`src/rtl/mc_controller.sv`:
```
// mc_controller: multicycle RV32I main control FSM for a shared-memory datapath.
// Walks each instruction through FETCH/DECODE/EXECUTE/MEM/WB, stalls on the
// memory ready handshake with a bounded wait, counts retired instructions and
// keeps sticky fault flags.
//
// Ports:
//   clk, rst        clock, asynchronous active-high reset
//   op              opcode from the instruction register (IR[6:0])
//   mem_ready       memory accepted write / read data valid this cycle
//   pc_update       unconditional PC write strobe
//   branch          conditional PC write (datapath ANDs with Zero)
//   adr_src         memory address select: 0 PC, 1 ALUOut
//   mem_write       memory write request
//   ir_write        latch IR and OldPC
//   result_src      00 ALUOut, 01 mem data, 10 ALUResult
//   alu_src_a       00 PC, 01 OldPC, 10 rs1, 11 zero
//   alu_src_b       00 rs2, 01 imm, 10 const 4
//   alu_op          00 add, 01 sub/compare, 10 funct3/7
//   imm_src         000 I, 001 S, 010 B, 011 J, 100 U (combinational from op)
//   reg_write       register file write
//   instret         retired instruction count (wraps)
//   mem_fault       sticky: memory wait timeout
//   illegal         sticky: unsupported opcode seen
//
// Build option: define ILLEGAL_TRAP_EN to halt on an unsupported opcode;
// otherwise such an opcode is flagged and retired as a NOP.
module mc_controller #(
   parameter int WAIT_MAX = 16,
   parameter int CNT_W    = 32
) (
   input  logic             clk,
   input  logic             rst,
   input  logic [6:0]       op,
   input  logic             mem_ready,
   output logic             pc_update,
   output logic             branch,
   output logic             adr_src,
   output logic             mem_write,
   output logic             ir_write,
   output logic [1:0]       result_src,
   output logic [1:0]       alu_src_a,
   output logic [1:0]       alu_src_b,
   output logic [1:0]       alu_op,
   output logic [2:0]       imm_src,
   output logic             reg_write,
   output logic [CNT_W-1:0] instret,
   output logic             mem_fault,
   output logic             illegal
);

   localparam logic [6:0] OP_LOAD   = 7'b0000011;
   localparam logic [6:0] OP_STORE  = 7'b0100011;
   localparam logic [6:0] OP_R      = 7'b0110011;
   localparam logic [6:0] OP_IMM    = 7'b0010011;
   localparam logic [6:0] OP_BRANCH = 7'b1100011;
   localparam logic [6:0] OP_JAL    = 7'b1101111;
   localparam logic [6:0] OP_JALR   = 7'b1100111;
   localparam logic [6:0] OP_LUI    = 7'b0110111;
   localparam logic [6:0] OP_AUIPC  = 7'b0010111;

   // Timeout fires when the counter already holds WAIT_MAX-1 and ready is
   // still low, i.e. on the WAIT_MAX-th consecutive waiting cycle.
   localparam logic [7:0] WAIT_LAST = 8'(WAIT_MAX - 1);

   typedef enum logic [3:0] {
      S_FETCH, S_DECODE, S_MEMADR, S_MEMREAD, S_MEMWB, S_MEMWRITE,
      S_EXER, S_EXEI, S_ALUWB, S_BEQ, S_JAL, S_JALR1, S_JALR2,
      S_LUI, S_AUIPC, S_HALT
   } state_t;

   state_t     state, nxt;
   logic [7:0] wait_cnt;
   logic       in_wait, timeout, ill_set, pc_upd_q;

   assign in_wait = (state == S_FETCH) || (state == S_MEMREAD) || (state == S_MEMWRITE);
   assign timeout = in_wait && !mem_ready && (wait_cnt == WAIT_LAST);

   always_comb begin
      nxt     = state;
      ill_set = 1'b0;
      case (state)
         S_FETCH:    if (mem_ready) nxt = S_DECODE;
         S_DECODE: begin
            case (op)
               OP_LOAD, OP_STORE: nxt = S_MEMADR;
               OP_R:              nxt = S_EXER;
               OP_IMM:            nxt = S_EXEI;
               OP_BRANCH:         nxt = S_BEQ;
               OP_JAL:            nxt = S_JAL;
               OP_JALR:           nxt = S_JALR1;
               OP_LUI:            nxt = S_LUI;
               OP_AUIPC:          nxt = S_AUIPC;
               default: begin
                  ill_set = 1'b1;
`ifdef ILLEGAL_TRAP_EN
                  nxt = S_HALT;
`else
                  nxt = S_FETCH;
`endif
               end
            endcase
         end
         S_MEMADR:   nxt = (op == OP_LOAD) ? S_MEMREAD : S_MEMWRITE;
         S_MEMREAD:  if (mem_ready) nxt = S_MEMWB;
         S_MEMWB:    nxt = S_FETCH;
         S_MEMWRITE: if (mem_ready) nxt = S_FETCH;
         S_EXER, S_EXEI, S_JAL, S_JALR2, S_LUI, S_AUIPC: nxt = S_ALUWB;
         S_ALUWB, S_BEQ: nxt = S_FETCH;
         S_JALR1:    nxt = S_JALR2;
         default:    nxt = S_HALT;
      endcase
      if (timeout) nxt = S_HALT;
   end

   // State, counters, flags and Moore outputs (decoded from the next state so
   // they are valid as soon as the state register updates).
   always_ff @(posedge clk or posedge rst) begin
      if (rst) begin
         state      <= S_FETCH;
         wait_cnt   <= 8'd0;
         instret    <= '0;
         mem_fault  <= 1'b0;
         illegal    <= 1'b0;
         pc_upd_q   <= 1'b0;
         branch     <= 1'b0;
         adr_src    <= 1'b0;
         mem_write  <= 1'b0;
         reg_write  <= 1'b0;
         result_src <= 2'b10;
         alu_src_a  <= 2'b00;
         alu_src_b  <= 2'b10;
         alu_op     <= 2'b00;
      end else begin
         state <= nxt;
         // Leaving a wait state (ready or timeout) always clears the counter,
         // so every entry into a wait state starts from zero.
         if (in_wait && !mem_ready && nxt == state) wait_cnt <= wait_cnt + 8'd1;
         else                                        wait_cnt <= 8'd0;
         if (timeout) mem_fault <= 1'b1;
         if (ill_set) illegal   <= 1'b1;
         if (nxt == S_FETCH && state != S_FETCH && state != S_HALT)
            instret <= instret + CNT_W'(1);

         pc_upd_q   <= 1'b0;
         branch     <= 1'b0;
         adr_src    <= 1'b0;
         mem_write  <= 1'b0;
         reg_write  <= 1'b0;
         result_src <= 2'b00;
         alu_src_a  <= 2'b00;
         alu_src_b  <= 2'b00;
         alu_op     <= 2'b00;
         case (nxt)
            S_FETCH:    begin result_src <= 2'b10; alu_src_b <= 2'b10; end
            S_DECODE:   begin alu_src_a <= 2'b01; alu_src_b <= 2'b01; end
            S_MEMADR:   begin alu_src_a <= 2'b10; alu_src_b <= 2'b01; end
            S_MEMREAD:  adr_src <= 1'b1;
            S_MEMWB:    begin result_src <= 2'b01; reg_write <= 1'b1; end
            S_MEMWRITE: begin adr_src <= 1'b1; mem_write <= 1'b1; end
            S_EXER:     begin alu_src_a <= 2'b10; alu_op <= 2'b10; end
            S_EXEI:     begin alu_src_a <= 2'b10; alu_src_b <= 2'b01; alu_op <= 2'b10; end
            S_ALUWB:    reg_write <= 1'b1;
            S_BEQ:      begin alu_src_a <= 2'b10; alu_op <= 2'b01; branch <= 1'b1; end
            S_JAL, S_JALR2: begin alu_src_a <= 2'b01; alu_src_b <= 2'b10; pc_upd_q <= 1'b1; end
            S_JALR1:    begin alu_src_a <= 2'b10; alu_src_b <= 2'b01; end
            S_LUI:      begin alu_src_a <= 2'b11; alu_src_b <= 2'b01; end
            S_AUIPC:    begin alu_src_a <= 2'b01; alu_src_b <= 2'b01; end
            default: ;
         endcase
      end
   end

   // FETCH strobes follow mem_ready directly; rst masks them so no strobe
   // leaks out while reset is held.
   assign ir_write  = (state == S_FETCH) && mem_ready && !rst;
   assign pc_update = pc_upd_q || ir_write;

   always_comb begin
      case (op)
         OP_STORE:         imm_src = 3'b001;
         OP_BRANCH:        imm_src = 3'b010;
         OP_JAL:           imm_src = 3'b011;
         OP_LUI, OP_AUIPC: imm_src = 3'b100;
         default:          imm_src = 3'b000;
      endcase
   end

endmodule

```
`config.mk`:
```
export PLATFORM = sky130hd
export DESIGN_NAME = mc_controller
export DESIGN_NICKNAME = d
export VERILOG_FILES = /design/src/rtl/mc_controller.sv
export SDC_FILE = /design/constraint.sdc
export NUM_CORES = 1
export LEC_CHECK = 0
export ABC_AREA = 1
export CELL_PAD_IN_SITES_DETAIL_PLACEMENT = 1
export CELL_PAD_IN_SITES_GLOBAL_PLACEMENT = 1
export CORE_MARGIN = 2
export CORE_UTILIZATION = 43
export CTS_BUF_LIST = sky130_fd_sc_hd__clkbuf_4
export CTS_CLUSTER_SIZE = 28
export DETAILED_ROUTE_END_ITERATION = 8
export PLACE_DENSITY_LB_ADDON = 0.15
export SLEW_MARGIN = 10
export SYNTH_ARGS = -nofsm -noshare
export SYNTH_HDL_FRONTEND = slang
export SYNTH_SLANG_ARGS = --single-unit
```
`constraint.sdc`:
```
create_clock -name clk -period 3.11 [get_ports clk]
set_input_delay 0.622 -clock clk [delete_from_list [all_inputs] [get_ports clk]]
set_output_delay 0.622 -clock clk [all_outputs]
set_load 0.05 [all_outputs]
```
==> results.json <==
{
  "pwr_density_cell_nw_per_um2": 469,
  "netlist-cell-type-count": 31,
  "cts-htree-levels": 3,
  "floorplan.die_area_um2": 9230,
  "synth_top_cells_by_area": "sky130_fd_sc_hd__dfrtp_1, sky130_fd_sc_hd__nand2_1, sky130_fd_sc_hd__nor2_1, sky130_fd_sc_hd__nand4_1, sky130_fd_sc_hd__xor2_1",
  "layout-drive-gt1-share_pct": 7.71,
  "post-route-util_pct": 54.9,
  "timing.final.ws_setup_ns": 0.523,
  "syn_nets": 515,
  "die_h_um": 96.1,
  "drt_first_pass_iters": 4,
  "cts_tree": "done",
  "fp.dieW_um": 96.1,
  "grt_use_total_pct": 24.4,
  "critPathRequiredTime_ns": 2.49,
  "crit_path_frequent_cell": "sky130_fd_sc_hd__nand2_1",
  "synth.yosys.warnings": 0,
  "clkTransAtPathRegs_ns": 0.11,
  "cts_sinks": 58,
  "via_count_of_the_first_global_routing_pass": 3664,
  "holdBufCountCts": 0,
  "fillers": 1061,
  "syn-mean-instance-area_um2": 7.25,
  "synth-seq-cells": 58,
  "synth_top_area_cell": "sky130_fd_sc_hd__dfrtp_1",
  "vias": 3523,
  "placementRows": 33,
  "core_area_um2": 8220,
  "remaining_drc_errors": 0,
  "irDropWorstVdd_mv": 0.254,
  "finish.net_count": 578,
  "preCtsSetupSlack_ns": 0.174,
  "fin_area_um2": 4510,
  "drt-total-wl_um": 10300,
  "final_period_utilization_pct": 83.2,
  "post_dp_cell_area_um2": 4340,
  "crit_arrival_ns": 1.97,
  "worst_clock_skew_ns": 0.0128,
  "ant_diodes": 0,
  "post_cts_resize_count": 0,
  "cts_bufs_inserted": 9,
  "worstSetupPathType": "in2out",
  "hold_crit_path_type": "reg2reg",
  "post-route-min-period_ns": 2.59,
  "floorplan.io_pins": 61,
  "drt.antenna.violating_nets": 0,
  "areaGrowthSynthToFinish_pct": 23.7,
  "routed_wire_length_per_instance_um": 15.3,
  "leakage_nw": 2.22,
  "synth_enable_flop_cells": 0,
  "grt.overflow.total": 0,
  "timing_hold_violations_final": 0,
  "drt_first_iter_violations": 72,
  "finalMaxSlewViolations": 0,
  "slowest_delay_ns": 0.45,
  "clk_root_buffer_cell": "sky130_fd_sc_hd__clkbuf_4",
  "asyncSetResetFlopFracSynth_pct": 100,
  "cp-start-kind": "input port",
  "worst_skew_pair.late_latency_ns": 0.42,
  "timing.critical_path.cells": "clkdlybuf4s50_1 -> nand2_1 -> inv_1 -> nand2_1 -> o31ai_1 -> buf_12",
  "routed_via_density": 5.21,
  "grt_first_pass_wirelength_um": 17500,
  "ctsLongestPathBuffers": 2,
  "most_used_flip_flop_cell_after_synthesis": "sky130_fd_sc_hd__dfrtp_1",
  "postCtsSetupRepairBufs": 0,
  "cp_max_fo": 5,
  "starting_utilization_of_the_core_area_pct": 44.4,
  "max_clock_freq_ghz": 0.386,
  "max-slew-margin-rel_pct": 59.6,
  "setup_repair_after_global_routing_missed_its_margin": "false",
  "dp.final_hpwl_um": 7860,
  "global_placer_s_final_weighted_congestion": 0.933,
  "port_buffers": 60,
  "report.final.setup_viol": 0,
  "cap_viol_max_count": 0,
  "synthesis.instances": 503,
  "mappedNetlistArea_um2": 3650,
  "synth_top_cell_area_share_pct": 38.4,
  "final.setup.tns_ns": 0,
  "grt_max_degree": 35,
  "timing_worst_slew_pin_value_ns": 0.606,
  "number_of_antenna_violations_at_the_first_check_in_global_routing": 0,
  "setup.worst_path.end_class": "output port",
  "status": "completed",
  "synth-seq-area-share_pct": 39.9,
  "critPathSlowestCell": "sky130_fd_sc_hd__clkdlybuf4s50_1"
}
## layout by cell type (no fill, tap or decap), types with 5 or more instances in the layout
cell type	netlist	layout
sky130_fd_sc_hd__a21oi_1	5	5
sky130_fd_sc_hd__buf_4	7	7
sky130_fd_sc_hd__clkbuf_4	0	9
sky130_fd_sc_hd__clkdlybuf4s50_1	0	55
sky130_fd_sc_hd__dfrtp_1	56	56
sky130_fd_sc_hd__inv_1	51	50
sky130_fd_sc_hd__nand2_1	168	168
sky130_fd_sc_hd__nand3_1	23	23
sky130_fd_sc_hd__nand4_1	37	37
sky130_fd_sc_hd__nor2_1	69	69
sky130_fd_sc_hd__nor3_1	19	19
sky130_fd_sc_hd__o21ai_0	5	5
sky130_fd_sc_hd__xnor2_1	8	8
sky130_fd_sc_hd__xor2_1	22	22
## registers in the layout (all words and copies together), names as in the netlist
| register | count |
|---|---|
| pc_upd_q | 1 |
| alu_src_b | 2 |
| mem_write | 1 |
| result_src | 2 |
| mem_fault | 1 |
| alu_src_a | 2 |
| alu_op | 2 |
| state | 4 |
| instret | 32 |
| adr_src | 1 |
| reg_write | 1 |
| wait_cnt | 8 |
| illegal | 1 |
## Yosys cell counts, types with 3 or more instances
cell type	n
sky130_fd_sc_hd__nand3_2	3
sky130_fd_sc_hd__buf_4	7
sky130_fd_sc_hd__xnor2_1	8
sky130_fd_sc_hd__nor2_1	69
sky130_fd_sc_hd__nor3b_1	3
sky130_fd_sc_hd__nor3_1	19
sky130_fd_sc_hd__dfrtp_1	56
sky130_fd_sc_hd__a21oi_1	5
sky130_fd_sc_hd__nand3_1	23
sky130_fd_sc_hd__nand3_4	3
sky130_fd_sc_hd__inv_1	51
sky130_fd_sc_hd__o21ai_0	5
sky130_fd_sc_hd__clkbuf_1	3
sky130_fd_sc_hd__nand2_1	168
sky130_fd_sc_hd__nand4_1	37
sky130_fd_sc_hd__xor2_1	22
sky130_fd_sc_hd__buf_6	3
## path summary, 6_finish.rpt
| path | end | from | slack (ns) | cells after the start |
|---|---|---|---|---|
| setup / recovery | imm_src[0] | op[1] | 0.52 | 6 |
| hold / removal | wait_cnt[0]$_DFF_PP0_ | wait_cnt[0]$_DFF_PP0_ | 0.48 | 1 |
| setup reg to reg | alu_src_a[0]$_DFF_PP0_ | state[3]$_DFF_PP0_ | 0.69 | 10 |
| hold reg to reg | wait_cnt[0]$_DFF_PP0_ | wait_cnt[0]$_DFF_PP0_ | 0.48 | 1 |
| max in group asynchronous | instret[14]$_DFFE_PP0P_ | rst | 1.83 | 3 |
| min in group asynchronous | state[2]$_DFF_PP0_ | rst | 0.62 | 2 |
## critical path, delay by kind of cell
kind                   cells  cell delay, ns
buffers and inverters      3            0.73
AO/OA/AOI/OAI              1            0.38
AND/OR/NAND/NOR            2            0.24
## cells by family after synthesis
group | Yosys count | share of synthesized area (%)
XOR/XNOR | 30 | 7.20
AO/OA/AOI/OAI | 13 | 2.06
adder cells (fa/ha/maj) | 2 | 0.686
buffers and inverters | 64 | 7.92
flip-flops | 58 | 39.9
AND/OR/NAND/NOR | 336 | 42.3
## per-stage QoR
step / hold slack, ns / instances / total power [W]
after global routing: 0.509 / 676 / 0.00224
after detailed placement: 0.457 / 660 / 0.00147
after global placement: 0.452 / 660 / 0.00145
after CTS: 0.488 / 676 / 0.00214
after floorplan: 0.433 / 503 / 0.00129
final: 0.483 / 676 / 0.00211
## cell type report
| class | count | area [um2] | share of cell area (%) |
|---|---|---|---|
| Multi-Input combinational cell | 381 | 1900 | 42.2 |
| Sequential cell | 58 | 1450 | 32.2 |
| Timing Repair Buffer | 65 | 663 | 14.7 |
| Inverter | 51 | 191 | 4.24 |
| Tap cell | 105 | 131 | 2.91 |
| Clock inverter | 7 | 101 | 2.25 |
| Clock buffer | 9 | 67.6 | 1.50 |
## layer usage
layer  vias to the layer above  wire [um]  track usage [%]
li1                       1738          -                -
met1                      1701       4530             29.3
met2                        61       5220             43.1
met3                        23        283             4.46
met4                         0        277             9.52
met5                         -          0                0
## power breakdown
group          internal [W]  leakage [nW]  switching, W
Combinational      0.000167          1.36      0.000416
Clock              0.000332        0.0831      0.000334
Sequential         0.000807         0.782     0.0000584
Total               0.00131          2.22      0.000809
(Power assumes the default switching activity.)
